--- src/rtl/gt_link_init_fsm.sv ---
// GT link bring-up controller: full reset, TX/RX wait with timeouts,
// bounded RX datapath retries and a debounce before declaring link_up.
module gt_link_init_fsm #(
  parameter int unsigned RESET_HOLD_CYCLES = 16,
  parameter int unsigned TX_TIMEOUT_CYCLES = 1000000,
  parameter int unsigned RX_TIMEOUT_CYCLES = 1000000,
  parameter int unsigned RX_RESET_CYCLES   = 16,
  parameter int unsigned MAX_RX_RETRIES    = 3,
  parameter int unsigned DEBOUNCE_CYCLES   = 256
) (
  input  logic       init_clk,
  input  logic       rst,
  input  logic       tx_good_init_synced,
  input  logic       rx_good_init_synced,
  output logic       gt_reset_all,
  output logic       gt_rx_reset_datapath,
  output logic       link_up,
  output logic [7:0] full_reset_cnt,
  output logic [2:0] fsm_state
);

  localparam int unsigned MAX_AB  = (RESET_HOLD_CYCLES > TX_TIMEOUT_CYCLES) ?
                                    RESET_HOLD_CYCLES : TX_TIMEOUT_CYCLES;
  localparam int unsigned MAX_CD  = (RX_TIMEOUT_CYCLES > RX_RESET_CYCLES) ?
                                    RX_TIMEOUT_CYCLES : RX_RESET_CYCLES;
  localparam int unsigned MAX_ABCD = (MAX_AB > MAX_CD) ? MAX_AB : MAX_CD;
  localparam int unsigned MAX_CYC = (MAX_ABCD > DEBOUNCE_CYCLES) ? MAX_ABCD : DEBOUNCE_CYCLES;
  localparam int unsigned CNT_W   = (MAX_CYC > 1) ? $clog2(MAX_CYC) : 1;
  localparam int unsigned RETRY_W = $clog2(MAX_RX_RETRIES + 1);

  localparam logic [CNT_W-1:0]   HOLD_LAST  = CNT_W'(RESET_HOLD_CYCLES - 1);
  localparam logic [CNT_W-1:0]   TX_LAST    = CNT_W'(TX_TIMEOUT_CYCLES - 1);
  localparam logic [CNT_W-1:0]   RX_LAST    = CNT_W'(RX_TIMEOUT_CYCLES - 1);
  localparam logic [CNT_W-1:0]   RXR_LAST   = CNT_W'(RX_RESET_CYCLES - 1);
  localparam logic [CNT_W-1:0]   DB_LAST    = CNT_W'(DEBOUNCE_CYCLES - 1);
  localparam logic [RETRY_W-1:0] RETRY_MAX  = RETRY_W'(MAX_RX_RETRIES);

  typedef enum logic [2:0] {
    S_RESET_ALL = 3'd0,
    S_WAIT_TX   = 3'd1,
    S_WAIT_RX   = 3'd2,
    S_RX_RESET  = 3'd3,
    S_DEBOUNCE  = 3'd4,
    S_LINK_UP   = 3'd5
  } state_t;

  state_t             state, state_nxt;
  logic [CNT_W-1:0]   cnt, cnt_nxt;
  logic [RETRY_W-1:0] rx_retry, rx_retry_nxt;
  logic [7:0]         full_reset_cnt_nxt;
  logic               fault;

  wire tx_good = tx_good_init_synced;
  wire rx_good = rx_good_init_synced;

  // Next-state, cycle counter, retry budget and fault accounting.
  always_comb begin
    state_nxt          = state;
    cnt_nxt            = cnt + CNT_W'(1);
    rx_retry_nxt       = rx_retry;
    fault              = 1'b0;
    full_reset_cnt_nxt = full_reset_cnt;

    case (state)
      S_RESET_ALL: begin
        if (cnt == HOLD_LAST) begin
          state_nxt    = S_WAIT_TX;
          rx_retry_nxt = '0;
        end
      end
      S_WAIT_TX: begin
        if (tx_good)             state_nxt = S_WAIT_RX;
        else if (cnt == TX_LAST) fault     = 1'b1;
      end
      S_WAIT_RX: begin
        if (!tx_good)     fault     = 1'b1;
        else if (rx_good) state_nxt = S_DEBOUNCE;
        else if (cnt == RX_LAST) begin
          if (rx_retry == RETRY_MAX) begin
            fault = 1'b1;
          end else begin
            rx_retry_nxt = rx_retry + RETRY_W'(1);
            state_nxt    = S_RX_RESET;
          end
        end
      end
      S_RX_RESET: begin
        if (!tx_good)             fault     = 1'b1;
        else if (cnt == RXR_LAST) state_nxt = S_WAIT_RX;
      end
      S_DEBOUNCE: begin
        if (!tx_good)      fault     = 1'b1;
        else if (!rx_good) state_nxt = S_WAIT_RX;
        else if (cnt == DB_LAST) begin
          state_nxt    = S_LINK_UP;
          rx_retry_nxt = '0;
        end
      end
      S_LINK_UP: begin
        // Steady state has no limit, so the counter holds instead of wrapping.
        cnt_nxt = cnt;
        if (!tx_good) fault = 1'b1;
        else if (!rx_good) begin
          if (rx_retry == RETRY_MAX) begin
            fault = 1'b1;
          end else begin
            rx_retry_nxt = rx_retry + RETRY_W'(1);
            state_nxt    = S_RX_RESET;
          end
        end
      end
      default: state_nxt = S_RESET_ALL;
    endcase

    if (fault) begin
      state_nxt = S_RESET_ALL;
      if (full_reset_cnt != 8'hFF) full_reset_cnt_nxt = full_reset_cnt + 8'd1;
    end
    if (state_nxt != state) cnt_nxt = '0;
  end

  // State register; outputs are decoded from the current state one edge later.
  always_ff @(posedge init_clk) begin
    if (rst) begin
      state                <= S_RESET_ALL;
      cnt                  <= '0;
      rx_retry             <= '0;
      full_reset_cnt       <= 8'd0;
      gt_reset_all         <= 1'b1;
      gt_rx_reset_datapath <= 1'b0;
      link_up              <= 1'b0;
    end else begin
      state                <= state_nxt;
      cnt                  <= cnt_nxt;
      rx_retry             <= rx_retry_nxt;
      full_reset_cnt       <= full_reset_cnt_nxt;
      gt_reset_all         <= (state == S_RESET_ALL);
      gt_rx_reset_datapath <= (state == S_RX_RESET);
      link_up              <= (state == S_LINK_UP);
    end
  end

  assign fsm_state = state;

endmodule

--- config.mk ---
export PLATFORM = sky130hd
export DESIGN_NAME = gt_link_init_fsm
export DESIGN_NICKNAME = d
export VERILOG_FILES = /design/src/rtl/gt_link_init_fsm.sv
export SDC_FILE = /design/constraint.sdc
export NUM_CORES = 1
export LEC_CHECK = 0
export ABC_AREA = 1
export ABC_CLOCK_PERIOD_IN_PS = 1950
export BUFFER_PORTS_ARGS = -buffer_cell sky130_fd_sc_hd__buf_2
export CAP_MARGIN = 30
export CORE_MARGIN = 2
export CORE_UTILIZATION = 30
export CTS_CLUSTER_SIZE = 14
export DETAILED_ROUTE_END_ITERATION = 12
export GPL_ROUTABILITY_DRIVEN = 0
export PLACE_DENSITY = 0.54
export SLEW_MARGIN = 20
export SYNTH_ARGS = -nofsm -noshare
export SYNTH_HDL_FRONTEND = slang
export SYNTH_SLANG_ARGS = --single-unit
--- constraint.sdc ---
create_clock -name init_clk -period 1.95 [get_ports init_clk]
set_input_delay 0.4875 -clock init_clk [delete_from_list [all_inputs] [get_ports init_clk]]
set_output_delay 0.4875 -clock init_clk [all_outputs]
set_load 0.02 [all_outputs]
Yosys cells after proc, flatten, opt, wreduce, memory -nomap -nowiden

Cells that the tools add are included.
Widths: inputs -> output; s select.

Register bits: 36
Input bits: 4
Output and inout port bits: 14
Logic and storage cells: 72

Equality and inequality tests: 20
Reductions and logical operators: 6
Add/subtract/negate cells: 3
Muxes and demuxes: 36

Operators with widths:

| operator              | number |
|---|---|
| $mux 3                | 14 |
| $add 20x1->20 const B | 1 |
| $eq 20x20->1 const B  | 1 |
| $eq 20x4->1 const B   | 1 |
| $eq 20x8->1 const B   | 1 |
| $mux 2                | 10 |
| $ne 2x2->1 const B    | 9 |
| $pmux 3 s6            | 1 |
| $reduce_and 10->1     | 1 |
| $mux 1                | 9 |
| $add 8x1->8 const B   | 1 |
| $ne 8x8->1 const B    | 1 |
| $pmux 2 s4            | 1 |
| $eq 3x2->1 const B    | 2 |
| $eq 3x3->1 const B    | 2 |
| $pmux 1 s4            | 1 |
| $reduce_bool 4->1     | 1 |
| $reduce_or 2->1       | 2 |
| $eq 3x1->1 const B    | 1 |
| $logic_not 3->1       | 1 |
| $ne 3x3->1            | 1 |
| $add 2x1->2 const B   | 1 |
| $eq 2x2->1 const B    | 1 |
| $reduce_and 2->1      | 1 |

Logic depth before layout (Yosys ltp)

Depth after elaboration: 9
Depth in mapped cells: 15
Gate-level depth less buffers: 14

Worst setup path before layout

Ideal clock, no wire load.

Kind: register to register
Start point: register state[1], in the netlist fsm_state[1]
End point: register cnt[15]
Data arrival time: 1.735 ns
Setup time: 0.119 ns
Cell stages (with the launch flop): 12
Slack: 0.096 ns
Data required time: 1.831 ns
Path through: dfxtp_1 inv_2 nand2_4 inv_2 nand2_2 buf_4 nand2_1 nor3_2 nand4_1 nor2_1 xor2_1 nor3_2

Cells in the longest elaborated chain, start to end: 8
Elaborated cells between the ends (all ways): 25
Classes of those cells: 6 x eq/ne; 16 x mux; 3 x reduce/logical

RTL lines:

| item                             | RTL line | RTL |
|---|---|---|
| from (decl)                      | 47       | `state_t state, state_nxt;` |
| from (signal assigned)           | 133      | `state <= state_nxt;` |
| $mux 3                           | 79, 104  |  |
| $mux 3                           | 78       | `else if (cnt == RX_LAST) begin` |
| $mux 3                           | 77       | `else if (rx_good) state_nxt = S_DEBOUNCE;` |
| $mux 3                           | 76       | `if (!tx_good) fault = 1'b1;` |
| $pmux 3 s6                       | 64       | `case (state)` |
| $mux 3                           | 115      | `if (fault) begin` |
| $ne 3x3->1                       | 119      | `if (state_nxt != state) cnt_nxt = '0;` |
| $reduce_or 2->1 (no source line) | -        |  |
| to (signal assigned)             | 134      | `cnt <= cnt_nxt;` |
| to (decl)                        | 48       | `logic [CNT_W-1:0] cnt, cnt_nxt;` |

Parallel ways exist; a longest one is shown, timed or not.
A chain may end at the register's enable or synchronous reset.

Worst setup path after layout

Start point: register cnt[1]
End point: register cnt[9]

Cells in the longest elaborated chain, start to end: 8
Elaborated cells between the ends (all ways): 23
Classes of those cells: 1 x add/sub; 4 x eq/ne; 17 x mux; 1 x reduce/logical

RTL lines:

| item                                        | RTL line   | RTL |
|---|---|---|
| $eq 20x8->1 or $eq 20x20->1 (tied branches) | 94, 73, 78 |  |
| $mux 3, or another cell as far along        | 94         | `else if (cnt == DB_LAST) begin` |
| $mux 3, or another cell as far along        | 93         | `else if (!rx_good) state_nxt = S_WAIT_RX;` |
| $mux 3, or another cell as far along        | 92         | `if (!tx_good) fault = 1'b1;` |
| $pmux 3 s6 or $pmux 1 s4 (tied branches)    | 64         |  |
| $mux 3                                      | 115        |  |
| $ne 3x3->1                                  | 119        |  |
| $reduce_or 2->1 (no source line)            | -          |  |

Parallel ways exist; a longest one is shown, timed or not.

==> metrics.cfg <==
[synth]
synth_area_leaders = dfxtp_1, nand2_1, nor2_1
synth_top_area_frac = 0.309
synth_area_per_cell_um2 = 6.93
ys_seq_elements = 36
synth_edf_count = 0
synth_ff_type = dfxtp_1
yosysTopAreaCell = dfxtp_1
synth_area_mm2 = 0.00233
synth_cell_types = 33
seq_area_frac_synth = 0.309
synth-async-reset-ratio = 0
synth_fp_nets = 344
synth_common_cells = nand2_1, nor2_1, inv_1
yosysMostFrequentCell = nand2_1
netlist_instances = 337
yosysWarnings = 0

[finish]
final_cell_area_mm2 = 0.00313
num_antenna_cells = 0
nets = 402
area_growth_pct = 34.2
drive_above_1_share = 0.341
final_core_util = 0.410

[timing]
period_minus_slack_ns = 1.88
rsz0062_at_grt = yes
finalMaxSlewViolations = 0
finalCritPeriodShare = 0.964
worst_pin_slew_ns = 0.361
clock_skew_ns = 0.0103
fmax_ghz = 0.532
final-setup-viol-count = 0
max_slew_margin = 0.759
hold_violations = 0

[critical_path]
cpMostUsedCell = nand2_2
r2r_cells = 15
path_cells = ha_4 > nand2_2 > inv_2 > nand2_2 > nor2_4 > nand3_4 > nand2_1 > nand2_1 > nand2_2 > nand2_4 > o21ai_4 > nand2_2 > nand3_4 > clkbuf_16 > nor3_2
critPathSlowestCell = dfxtp_2
end_kind = flop
startpoint_type = flop
path_buf_inv = 2
critPathTopFamily = simple AND/OR/NAND/NOR gates
max_stage_delay_ns = 0.36
criticalPathCategory = flop to flop
arrival_ns = 2.07
crit_required_ns = 2.14
path_depth = 15
critPathMaxFanout = 5

[placement]
dpl-instance-area_mm2 = 0.00276
place_hpwl_mm = 4.34
portBuffers = 17

[global_routing]
grt_max_degree = 21
grt_remaining_overflow = 0
grt_usage = 0.143
antenna_found_initial = 0
grt_pass1_vias = 2248
grt_pass1_wl_mm = 9.86

[clock_network]
ctsRootBufferMaster = clkbuf_8
cts_tree = built
postCtsHoldBufs = 0
clockBufferDepth = 2
clkSinkCount = 36
cts_buffers = 5
clk_pin_slew_ns = 0.08
htreeDepth = 2
insertion_delay_ns = 0.30

[routing]
first_iter_violations = 83
vias = 2291
drc = 0
viasPerCell = 4.60
dr.pass1.iters = 4
wl_mm = 6.15
ant_nets = 0
routedWlPerCell_um = 12.4

[die]
die_area_mm2 = 0.00850
coreArea_mm2 = 0.00765
start_util = 0.305
dieHeight_um = 92.2
die_w_um = 92.2
rows = 32
boundaryPins = 18

[hold_path]
min_path_type = flop to flop
hold_depth = 2

[power]
power.leakage_nw = 1.26
vdd_drop_max_uv = 209
powerDensity_mw_per_mm2 = 488

[run_status]
status = completed

[run]
cap_violations = 0

## cell type report
cell class | count | area (um2)
Clock buffer | 5 | 68.8
Clock inverter | 3 | 46.3
Multi-Input combinational cell | 246 | 1530
Tap cell | 102 | 128
Timing Repair Buffer | 58 | 460
Sequential cell | 36 | 723
Inverter | 48 | 180
Fill cell | 774 | 4510
## kinds of logic after synthesis
logic type | Yosys count | share of synthesized area
AND/OR/NAND/NOR | 196 | 0.432
flip-flops | 36 | 0.309
XOR/XNOR | 20 | 0.0750
adder cells (fa/ha/maj) | 3 | 0.0161
multiplexers | 1 | 0.00429
AO/OA/AOI/OAI | 26 | 0.0632
buffers and inverters | 55 | 0.100
## placed cells by master, fill, tap and decap left out, types with 9 or more instances in the layout
cell type	count
nand4_1	14
nor2_2	11
xor2_1	14
dfxtp_1	34
nor2_1	50
buf_4	35
nand3_1	10
o21ai_0	9
a21oi_1	9
buf_2	17
nand2_1	57
inv_1	41
nor3_2	19
## worst paths after layout
kind	start	end	slack (ns)
worst max-delay path	cnt[1]	cnt[9]	0.07
worst min-delay path	rx_retry[0]	rx_retry[0]	0.49
worst max register to register	cnt[1]	cnt[9]	0.07
worst min register to register	rx_retry[0]	rx_retry[0]	0.49
## tightest hold or removal path: cells and delay by family (launching register included)
family           cells  cell delay, ns
AO/OA/AOI/OAI        1            0.05
flip-flops           1            0.33
AND/OR/NAND/NOR      1            0.07
## power by group
group	leakage, nW	switching, mW	internal (mW)	total [mW]
clock network	0.0548	0.318	0.386	0.704
registers	0.291	0.00585	0.741	0.747
logic	0.917	0.0436	0.0341	0.0778
## state kept, by name, summed over array words and instances, names as in the netlist
name and cells:
cnt 20, full_reset_cnt 8, fsm_state 3, rx_retry 2, gt_reset_all 1, gt_rx_reset_datapath 1, link_up 1
## routing by layer
| layer | wire length, um | up-vias | part of all wire | GRT usage |
|---|---|---|---|---|
| li1 | - | 1196 | - | - |
| met1 | 2870 | 1039 | 0.47 | 0.175 |
| met2 | 2950 | 44 | 0.48 | 0.246 |
| met3 | 194 | 12 | 0.032 | 0.0271 |
| met4 | 142 | 0 | 0.023 | 0.0572 |
| met5 | 0 | - | 0 | 0 |
## per-stage QoR
step	setup TNS, ns	power [mW]	worst slack [ns]	hold slack [ns]	cells
global route	-1.17	1.58	-0.0745	0.515	498
floorplan	0	0.802	0.0958	0.459	337
CTS	0	1.54	0.000198	0.495	490
global placement	0	0.827	0.0499	0.478	481
detailed placement	0	0.827	0.00764	0.485	481
finish	0	1.53	0.0708	0.494	498
## timing repair
item	4_1_cts	5_1_grt
resized for setup	5	32
cloned	0	3
buffers inserted	1	5
endpoints found under the hold margin	0	0
pin swaps	0	9
setup endpoints to repair	26	29
Note: power is estimated with default switching activity, not from simulation.
